File: src/rtl/uart_cmd_framer_pkg.sv
// Shared opcode values, FSM state encoding and opcode classes for the UART
// command framer and the debug control FSM that consumes its commands.
package uart_cmd_framer_pkg;

    localparam logic [7:0] OP_LOAD  = 8'h4C;  // 'L'
    localparam logic [7:0] OP_STEP  = 8'h53;  // 'S'
    localparam logic [7:0] OP_CONT  = 8'h43;  // 'C'
    localparam logic [7:0] OP_RDREG = 8'h52;  // 'R'
    localparam logic [7:0] OP_RDMEM = 8'h4D;  // 'M'
    localparam logic [7:0] OP_RESET = 8'h58;  // 'X'

    typedef enum logic [1:0] {
        ST_IDLE    = 2'd0,
        ST_PAYLOAD = 2'd1,
        ST_HOLD    = 2'd2
    } state_t;

    typedef enum logic [1:0] {
        OPK_BAD   = 2'd0,
        OPK_LOAD  = 2'd1,
        OPK_NOPAY = 2'd2
    } op_kind_t;

endpackage

File: src/rtl/uart_cmd_framer.sv
// Frames the UART byte stream into debugger commands: an opcode byte plus an
// optional little-endian payload word, handed off over a valid/ready pair.
//
// state      | meaning
// -----------+---------------------------------------------------------------
// ST_IDLE    | waiting for an opcode byte
// ST_PAYLOAD | collecting LOAD payload bytes, inter-byte timeout running
// ST_HOLD    | command presented on o_valid until the consumer takes it
module uart_cmd_framer
    import uart_cmd_framer_pkg::*;
#(
    parameter int DBIT          = 8,
    parameter int WORD_BYTES    = 4,
    parameter int TIMEOUT_TICKS = 2048
) (
    input  logic                       i_clk,
    input  logic                       i_reset,
    input  logic                       i_rx_done_tick,
    input  logic [DBIT-1:0]            i_rx_data,
    input  logic                       i_s_tick,
    input  logic                       i_ready,
    output logic                       o_valid,
    output logic [DBIT-1:0]            o_cmd,
    output logic [WORD_BYTES*DBIT-1:0] o_payload,
    output logic                       o_err_opcode,
    output logic                       o_err_timeout,
    output logic                       o_err_overrun,
    output logic                       o_busy
);

    localparam int PW  = WORD_BYTES * DBIT;
    localparam int BCW = (WORD_BYTES > 1) ? $clog2(WORD_BYTES) : 1;
    localparam int TCW = $clog2(TIMEOUT_TICKS);
    localparam logic [BCW-1:0] LAST_LANE = BCW'(WORD_BYTES - 1);
    // Timeout is a down-counter: reload on every byte, fire on the tick seen at zero.
    localparam logic [TCW-1:0] TO_LOAD   = TCW'(TIMEOUT_TICKS - 1);

    function automatic op_kind_t decode_op(input logic [DBIT-1:0] b);
        op_kind_t k;
        k = OPK_BAD;
        if (b == DBIT'(OP_LOAD))
            k = OPK_LOAD;
        else if (b == DBIT'(OP_STEP)  || b == DBIT'(OP_CONT)  || b == DBIT'(OP_RDREG) ||
                 b == DBIT'(OP_RDMEM) || b == DBIT'(OP_RESET))
            k = OPK_NOPAY;
        return k;
    endfunction

    state_t          r_state,       w_state;
    logic [BCW-1:0]  r_byte_cnt,    w_byte_cnt;
    logic [TCW-1:0]  r_to_cnt,      w_to_cnt;
    logic [DBIT-1:0] r_cmd,         w_cmd;
    logic [PW-1:0]   r_payload,     w_payload;
    logic            r_valid,       w_valid;
    logic            r_err_opcode,  w_err_opcode;
    logic            r_err_timeout, w_err_timeout;
    logic            r_err_overrun, w_err_overrun;
    logic            r_busy,        w_busy;
    op_kind_t        w_op_kind;

    assign w_op_kind = decode_op(i_rx_data);

    always_ff @(posedge i_clk) begin
        if (i_reset) begin
            r_state       <= ST_IDLE;
            r_byte_cnt    <= '0;
            r_to_cnt      <= '0;
            r_cmd         <= '0;
            r_payload     <= '0;
            r_valid       <= 1'b0;
            r_err_opcode  <= 1'b0;
            r_err_timeout <= 1'b0;
            r_err_overrun <= 1'b0;
            r_busy        <= 1'b0;
        end else begin
            r_state       <= w_state;
            r_byte_cnt    <= w_byte_cnt;
            r_to_cnt      <= w_to_cnt;
            r_cmd         <= w_cmd;
            r_payload     <= w_payload;
            r_valid       <= w_valid;
            r_err_opcode  <= w_err_opcode;
            r_err_timeout <= w_err_timeout;
            r_err_overrun <= w_err_overrun;
            r_busy        <= w_busy;
        end
    end

    always_comb begin
        w_state       = r_state;
        w_byte_cnt    = r_byte_cnt;
        w_to_cnt      = r_to_cnt;
        w_cmd         = r_cmd;
        w_payload     = r_payload;
        w_valid       = 1'b0;
        w_err_opcode  = 1'b0;
        w_err_timeout = 1'b0;
        w_err_overrun = 1'b0;

        case (r_state)
            ST_IDLE: begin
                if (i_rx_done_tick) begin
                    case (w_op_kind)
                        OPK_LOAD: begin
                            w_cmd      = i_rx_data;
                            w_payload  = '0;
                            w_byte_cnt = '0;
                            w_to_cnt   = TO_LOAD;
                            w_state    = ST_PAYLOAD;
                        end
                        OPK_NOPAY: begin
                            w_cmd     = i_rx_data;
                            w_payload = '0;
                            w_valid   = 1'b1;
                            w_state   = ST_HOLD;
                        end
                        default: w_err_opcode = 1'b1;
                    endcase
                end
            end

            ST_PAYLOAD: begin
                // A byte landing on the terminal tick still counts.
                if (i_rx_done_tick) begin
                    for (int i = 0; i < WORD_BYTES; i++) begin
                        if (r_byte_cnt == BCW'(i))
                            w_payload[i*DBIT +: DBIT] = i_rx_data;
                    end
                    w_to_cnt = TO_LOAD;
                    if (r_byte_cnt == LAST_LANE) begin
                        w_valid = 1'b1;
                        w_state = ST_HOLD;
                    end else begin
                        w_byte_cnt = r_byte_cnt + 1'b1;
                    end
                end else if (i_s_tick) begin
                    if (r_to_cnt == '0) begin
                        w_err_timeout = 1'b1;
                        w_payload     = '0;
                        w_byte_cnt    = '0;
                        w_state       = ST_IDLE;
                    end else begin
                        w_to_cnt = r_to_cnt - 1'b1;
                    end
                end
            end

            ST_HOLD: begin
                w_valid = 1'b1;
                if (i_rx_done_tick)
                    w_err_overrun = 1'b1;
                if (i_ready) begin
                    w_valid = 1'b0;
                    w_state = ST_IDLE;
                end
            end

            default: w_state = ST_IDLE;
        endcase

        w_busy = (w_state != ST_IDLE);
    end

    assign o_valid       = r_valid;
    assign o_cmd         = r_cmd;
    assign o_payload     = r_payload;
    assign o_err_opcode  = r_err_opcode;
    assign o_err_timeout = r_err_timeout;
    assign o_err_overrun = r_err_overrun;
    assign o_busy        = r_busy;

endmodule

File: config.mk
export PLATFORM = sky130hd
export DESIGN_NAME = uart_cmd_framer
export DESIGN_NICKNAME = d
export VERILOG_FILES = /design/src/rtl/uart_cmd_framer_pkg.sv /design/src/rtl/uart_cmd_framer.sv
export SDC_FILE = /design/constraint.sdc
export NUM_CORES = 1
export LEC_CHECK = 0
export CAP_MARGIN = 20
export CORE_MARGIN = 3
export CORE_UTILIZATION = 50
export CTS_CLUSTER_DIAMETER = 80
export DETAILED_ROUTE_END_ITERATION = 6
export PLACE_DENSITY = 0.77
export SLEW_MARGIN = 10
export SYNTH_ARGS = -nofsm -noshare
export SYNTH_HDL_FRONTEND = slang
export SYNTH_SLANG_ARGS = --single-unit
File: constraint.sdc
create_clock -name i_clk -period 2.23 [get_ports i_clk]
set_clock_uncertainty 0.15 [all_clocks]
set_input_delay 0.446 -clock i_clk [delete_from_list [all_inputs] [get_ports i_clk]]
set_output_delay 0.446 -clock i_clk [all_outputs]
set_load 0.02 [all_outputs]
**Word-level counts from Yosys, hierarchy flattened**

Cells that the tools add are included.

- Flip-flop bits (word level): 60
- Bits of input ports: 13
- Logic and storage cells: 106

- Add/sub/neg operators: 2
- Equal/unequal tests: 24
- Mux-type cells: 42
- Bitwise gates (word level): 5
- Reduce and logical (&&, ||, !) cells: 20

Operators by type and width:

| operator | count |
|---|---|
| 32-bit two-way mux | 5 |
| 32-bit case mux with 2 select lines | 1 |
| 11-bit two-way mux | 5 |
| 8-bit by 7-bit equality test with 1-bit output (second input constant) | 6 |
| 8-bit two-way mux | 4 |
| 6-bit AND reduction | 5 |
| 2-bit two-way mux | 14 |
| 3-bit inequality test (second input constant) | 8 |
| 11-bit case mux with 2 select lines | 1 |
| 11-bit logical NOT | 1 |
| 11-bit by 1-bit subtractor with 11-bit output (second input constant) | 1 |
| 2-bit equality test (second input constant) | 4 |
| 1-bit two-way mux | 8 |
| 2-bit case mux with 2 select lines | 2 |
| 2-bit by 1-bit equality test with 1-bit output (second input constant) | 3 |
| 2-bit case mux with 3 select lines | 1 |
| 1-bit NOT | 5 |
| 5-bit AND reduction | 1 |
| 2-bit logical NOT | 2 |
| 1-bit logical OR | 4 |
| 2-bit inequality test (second input constant) | 2 |
| 2-bit nonzero test | 2 |
| 2-bit OR reduction | 2 |
| 4-bit OR reduction | 1 |
| 5 further kinds | 5 |

**Logic depth before layout (Yosys ltp)**

- Word-level depth: 12
- Gate-level depth with buffers: 8
- Depth with buffers taken out: 7

**Least setup slack after synthesis**

No wires, ideal clock.

- Path type: input to register
- From: in i_rx_data[7]
- To: reg r_payload[10], in the netlist o_payload[10]
- Data arrival time: 1.611 ns
- Data required time: 1.950 ns
- Path slack: 0.339 ns
- Stages: 7
- Path buffers: 2
- Path through: or3b_1 > nor3_2 > o211ai_2 > buf_6 > and3_4 > buf_6 > o2bb2ai_1

- Longest elaborated chain between the ends: 11
- Elaborated cells on any way between the ends: 17

Ends and longest elaborated chain:

| element | RTL line | text |
|---|---|---|
| start, declared | uart_cmd_framer.sv:19 | `input logic [DBIT-1:0] i_rx_data,` |
| 8-bit by 7-bit equality test with 1-bit output | uart_cmd_framer.sv:43 | `else if (b == DBIT'(OP_STEP) \|\| b == DBIT'(OP_CONT) \|\| b == DBIT'(OP_RDREG) \|\|` |
| 1-bit logical OR (3 in series) | uart_cmd_framer.sv:43 |  |
| 1-bit logical OR | uart_cmd_framer.sv:44 | `b == DBIT'(OP_RDMEM) \|\| b == DBIT'(OP_RESET))` |
| 2-bit two-way mux | uart_cmd_framer.sv:43 |  |
| 2-bit two-way mux (*) | uart_cmd_framer.sv:41 | `if (b == DBIT'(OP_LOAD))` |
| 2-bit equality test / 2-bit by 1-bit equality test with 1-bit output (equally long branches) | uart_cmd_framer.sv:103 | `case (w_op_kind)` |
| 2-bit OR reduction (no source line) (*) | - |  |
| 2-bit inequality test (no source line) (*) | - |  |
| 6-bit AND reduction (no source line) (*) | - |  |
| end signal, assigned | uart_cmd_framer.sv:80 | `r_payload <= w_payload;` |
| end, declared | uart_cmd_framer.sv:53 | `logic [PW-1:0] r_payload, w_payload;` |

Mark *: on every way between the ends. The rest lies on a longest branch, timed or not.
A chain may end at the register's enable or synchronous reset.

**Worst setup path in the final report**

- From: in i_rx_data[1]
- To: reg r_to_cnt[4]

- Longest elaborated chain between the ends: 10
- Elaborated cells on any way between the ends: 15

Ends and longest elaborated chain:

| element | RTL line | text |
|---|---|---|
| 8-bit by 7-bit equality test with 1-bit output | uart_cmd_framer.sv:43 |  |
| 1-bit logical OR (3 in series) | uart_cmd_framer.sv:43 |  |
| 1-bit logical OR | uart_cmd_framer.sv:44 |  |
| 2-bit two-way mux | uart_cmd_framer.sv:43 |  |
| 2-bit two-way mux (*) | uart_cmd_framer.sv:41 |  |
| 2-bit by 1-bit equality test with 1-bit output (*) | uart_cmd_framer.sv:103 |  |
| 2-bit by 1-bit inequality test with 1-bit output (no source line) (*) | - |  |
| 5-bit AND reduction (no source line) (*) | - |  |
| end signal, assigned | uart_cmd_framer.sv:78 | `r_to_cnt <= w_to_cnt;` |
| end, declared | uart_cmd_framer.sv:51 | `logic [TCW-1:0] r_to_cnt, w_to_cnt;` |

Marked as above.

==> metrics.txt <==
Main synth FF type dfxtp_1; Tightest Pin Transition 0.350 ns; crit path max fanout 7; Final Critical Period 2.10 ns; post-synthesis instance total 255; Multi-input gate area 0.00127 mm²; vias in the first global route 2,222; Layout area overhead 40.9%; Netlist cell types 56; non-filler cells, final 412; die span in y 77.6 µm; CTS tree built; Clock transition at path regs 0.06 ns; final setup fails 0; number of max-cap violations 0; core area 0.00485 mm²; WL final 6.67 mm; DR pass1 iterations 4; WS Path Type primary input to register; Crit path arrival time 2.18 ns; nets@finish 359; Avg Inst Size Synth 10.1 µm²; synthesized cell area 0.00257 mm²; Die Area 0.00603 mm²; Critical Path RT 2.31 ns; Post-synth EDFFs 0; initial antenna violation count 0; cell family with the largest share of critical-path delay buffers and inverters; Num CTS Buffers 9; Critical Path Sink Type register; final number of hold-violating endpoints 0; Final WS setup 0.132 ns; most frequent cells in the layout 60 x dfxtp_1, 57 x clkdlybuf4s50_1, 32 x o2bb2ai_1, 28 x buf_4, 24 x nor2_1; final hold slack 0.311 ns; Synth async-reset ratio 0%; Overflow after GRT 0; number of synthesized register bits 60; CTS max path bufs 2; H-tree levels 3; # Post-CTS Setup Buffers 0; pre-CTS setup slack -0.191 ns; # fillers 380; hold buffer count at CTS 0; commonest non-fill, non-tap cell in the layout dfxtp_1; Buffers & Inverters on Critical Path 2; CP max stage delay 0.52 ns; largest net degree at the start of global routing 15; status finished clean; Critical Path Start Type primary input; Ant. Diodes 0; DR DRC count 0; Slowest-stage cell, CP clkdlybuf4s50_1; # clock sinks 60; FF-to-FF path depth 7; placer congestion estimate 0.818; Hold Path Class register to register; post-route antenna net violation count 0; Std-Cell Rows 25; vias 2,337; placed insts 397; WL/cell 16.2 µm; Slew headroom 76.6%; hold-critical path depth 1; fin. max-slew vios 0; Global Route Usage Sum 23.4%; Leakage Power 1.34 nW; Detailed Place HPWL 4.61 mm; YS warnings 0; period utilization 94.1%; first-pass GRT wire length 11.1 mm; power per cell area 653 mW/mm²; post-synthesis sequential area ratio 46.8%; Peak supply drop 0.475 mV; Crit. path cell count 7; register area 0.00120 mm²; share of layout cells above drive strength 1 18.6%; IO Pins 58; post-synth net total 273; clk_lat worst skew 0.33 ns; # port buffers 57; vias per std cell 5.67; Horiz. Die Dim 77.6 µm; Initial Util 52.9%; CP cell instances clkdlybuf4s50_1, and4bb_1, a21oi_1, o22ai_2, buf_4, a21oi_2, a311oi_1; Peak Freq 477 MHz; Clock Tree Root clkbuf_8; 1st-iter DRT viols 143
[cells by family (layout without fill, tap and decap cells)]
| kind of cell | Yosys count | count (layout) | synth area share (%) |
|---|---|---|---|
| simple gates | 90 | 90 | 21.6 |
| compound gates | 78 | 78 | 23.2 |
| flops | 60 | 60 | 46.8 |
| buf+inv | 17 | 107 | 4.05 |
| fa+ha+maj | 5 | 5 | 2.44 |
| mux | 5 | 5 | 1.95 |
[flip-flops by register name, indices dropped and copies added (netlist names), 2 cells and up]
register,cells
r_state,2
r_byte_cnt,2
o_cmd,8
o_payload,32
r_to_cnt,11
[cells in the mapped netlist (all sizes together), types with 2 or more instances]
master | instances | share of area, %
a211oi | 6 | 1.8
a21oi | 19 | 4.0
a311oi | 5 | 1.7
and2 | 2 | 0.49
and3 | 6 | 1.9
buf | 9 | 2.9
clkbuf | 2 | 0.29
dfxtp | 60 | 47
ha | 5 | 2.4
inv | 6 | 0.88
mux2i | 5 | 2.0
nand2 | 14 | 2.0
nand2b | 9 | 2.3
nand3 | 3 | 1.1
nand4 | 2 | 0.49
nor2 | 26 | 4.4
nor2b | 3 | 0.73
nor3 | 8 | 2.0
nor3b | 4 | 1.8
nor4 | 3 | 0.97
o21ai | 6 | 1.2
o2bb2ai | 32 | 11
or2 | 2 | 0.49
or3b | 2 | 0.68
[worst paths after layout]
check | slack (ns) | end | start
max reg2reg | 0.19 | o_payload[1]$_SDFFE_PP0P_ | r_to_cnt[0]$_SDFFE_PP0P_
min | 0.31 | o_cmd[7]$_SDFFE_PP0P_ | o_cmd[7]$_SDFFE_PP0P_
min reg2reg | 0.31 | o_cmd[7]$_SDFFE_PP0P_ | o_cmd[7]$_SDFFE_PP0P_
max | 0.13 | r_to_cnt[4]$_SDFFE_PP0P_ | i_rx_data[1]
[metal layers]
metal,share of wire [%],routed length [µm],GRT usage (%)
met2,47,3120,37.0
met4,1.5,101,9.61
met5,0,0,0
met3,4.7,311,4.87
met1,47,3140,31.1
[where the power goes]
| group | internal (W) | total, W | switching, W |
|---|---|---|---|
| Clock | 0.000762 | 0.00116 | 0.000401 |
| Sequential | 0.00107 | 0.00108 | 0.00000227 |
| Combinational | 0.0000604 | 0.000121 | 0.0000610 |
| Total | 0.00190 | 0.00236 | 0.000464 |
[per-stage QoR]
| stage | util (%) | instance area, µm² | power, W | TNS, ns |
|---|---|---|---|---|
| floorplan | - | 2570 | 0.00116 | 0 |
| global placement | 69.5 | 3370 | 0.00122 | -3.77 |
| detailed placement | 69.5 | 3370 | 0.00122 | -6.49 |
| CTS | 74.4 | 3610 | 0.00238 | 0 |
| global route | 74.6 | 3610 | 0.00245 | -0.000725 |
| finish | 74.6 | 3610 | 0.00236 | 0 |
[timing repair]
item	4_1_cts	5_1_grt
hold endpoints to repair	0	0
resized for setup	0	2
endpoints found under the setup margin	0	4
[final cells by class]
cell class	instances	share of cell area [%]
clock inverter	5	2.77
inverter	6	0.623
timing repair buffer	86	22.2
tap	67	2.32
multi-input combinational	178	35.1
sequential	60	33.2
clock buffer	10	3.81
Power figures use the tool's default switching activity.
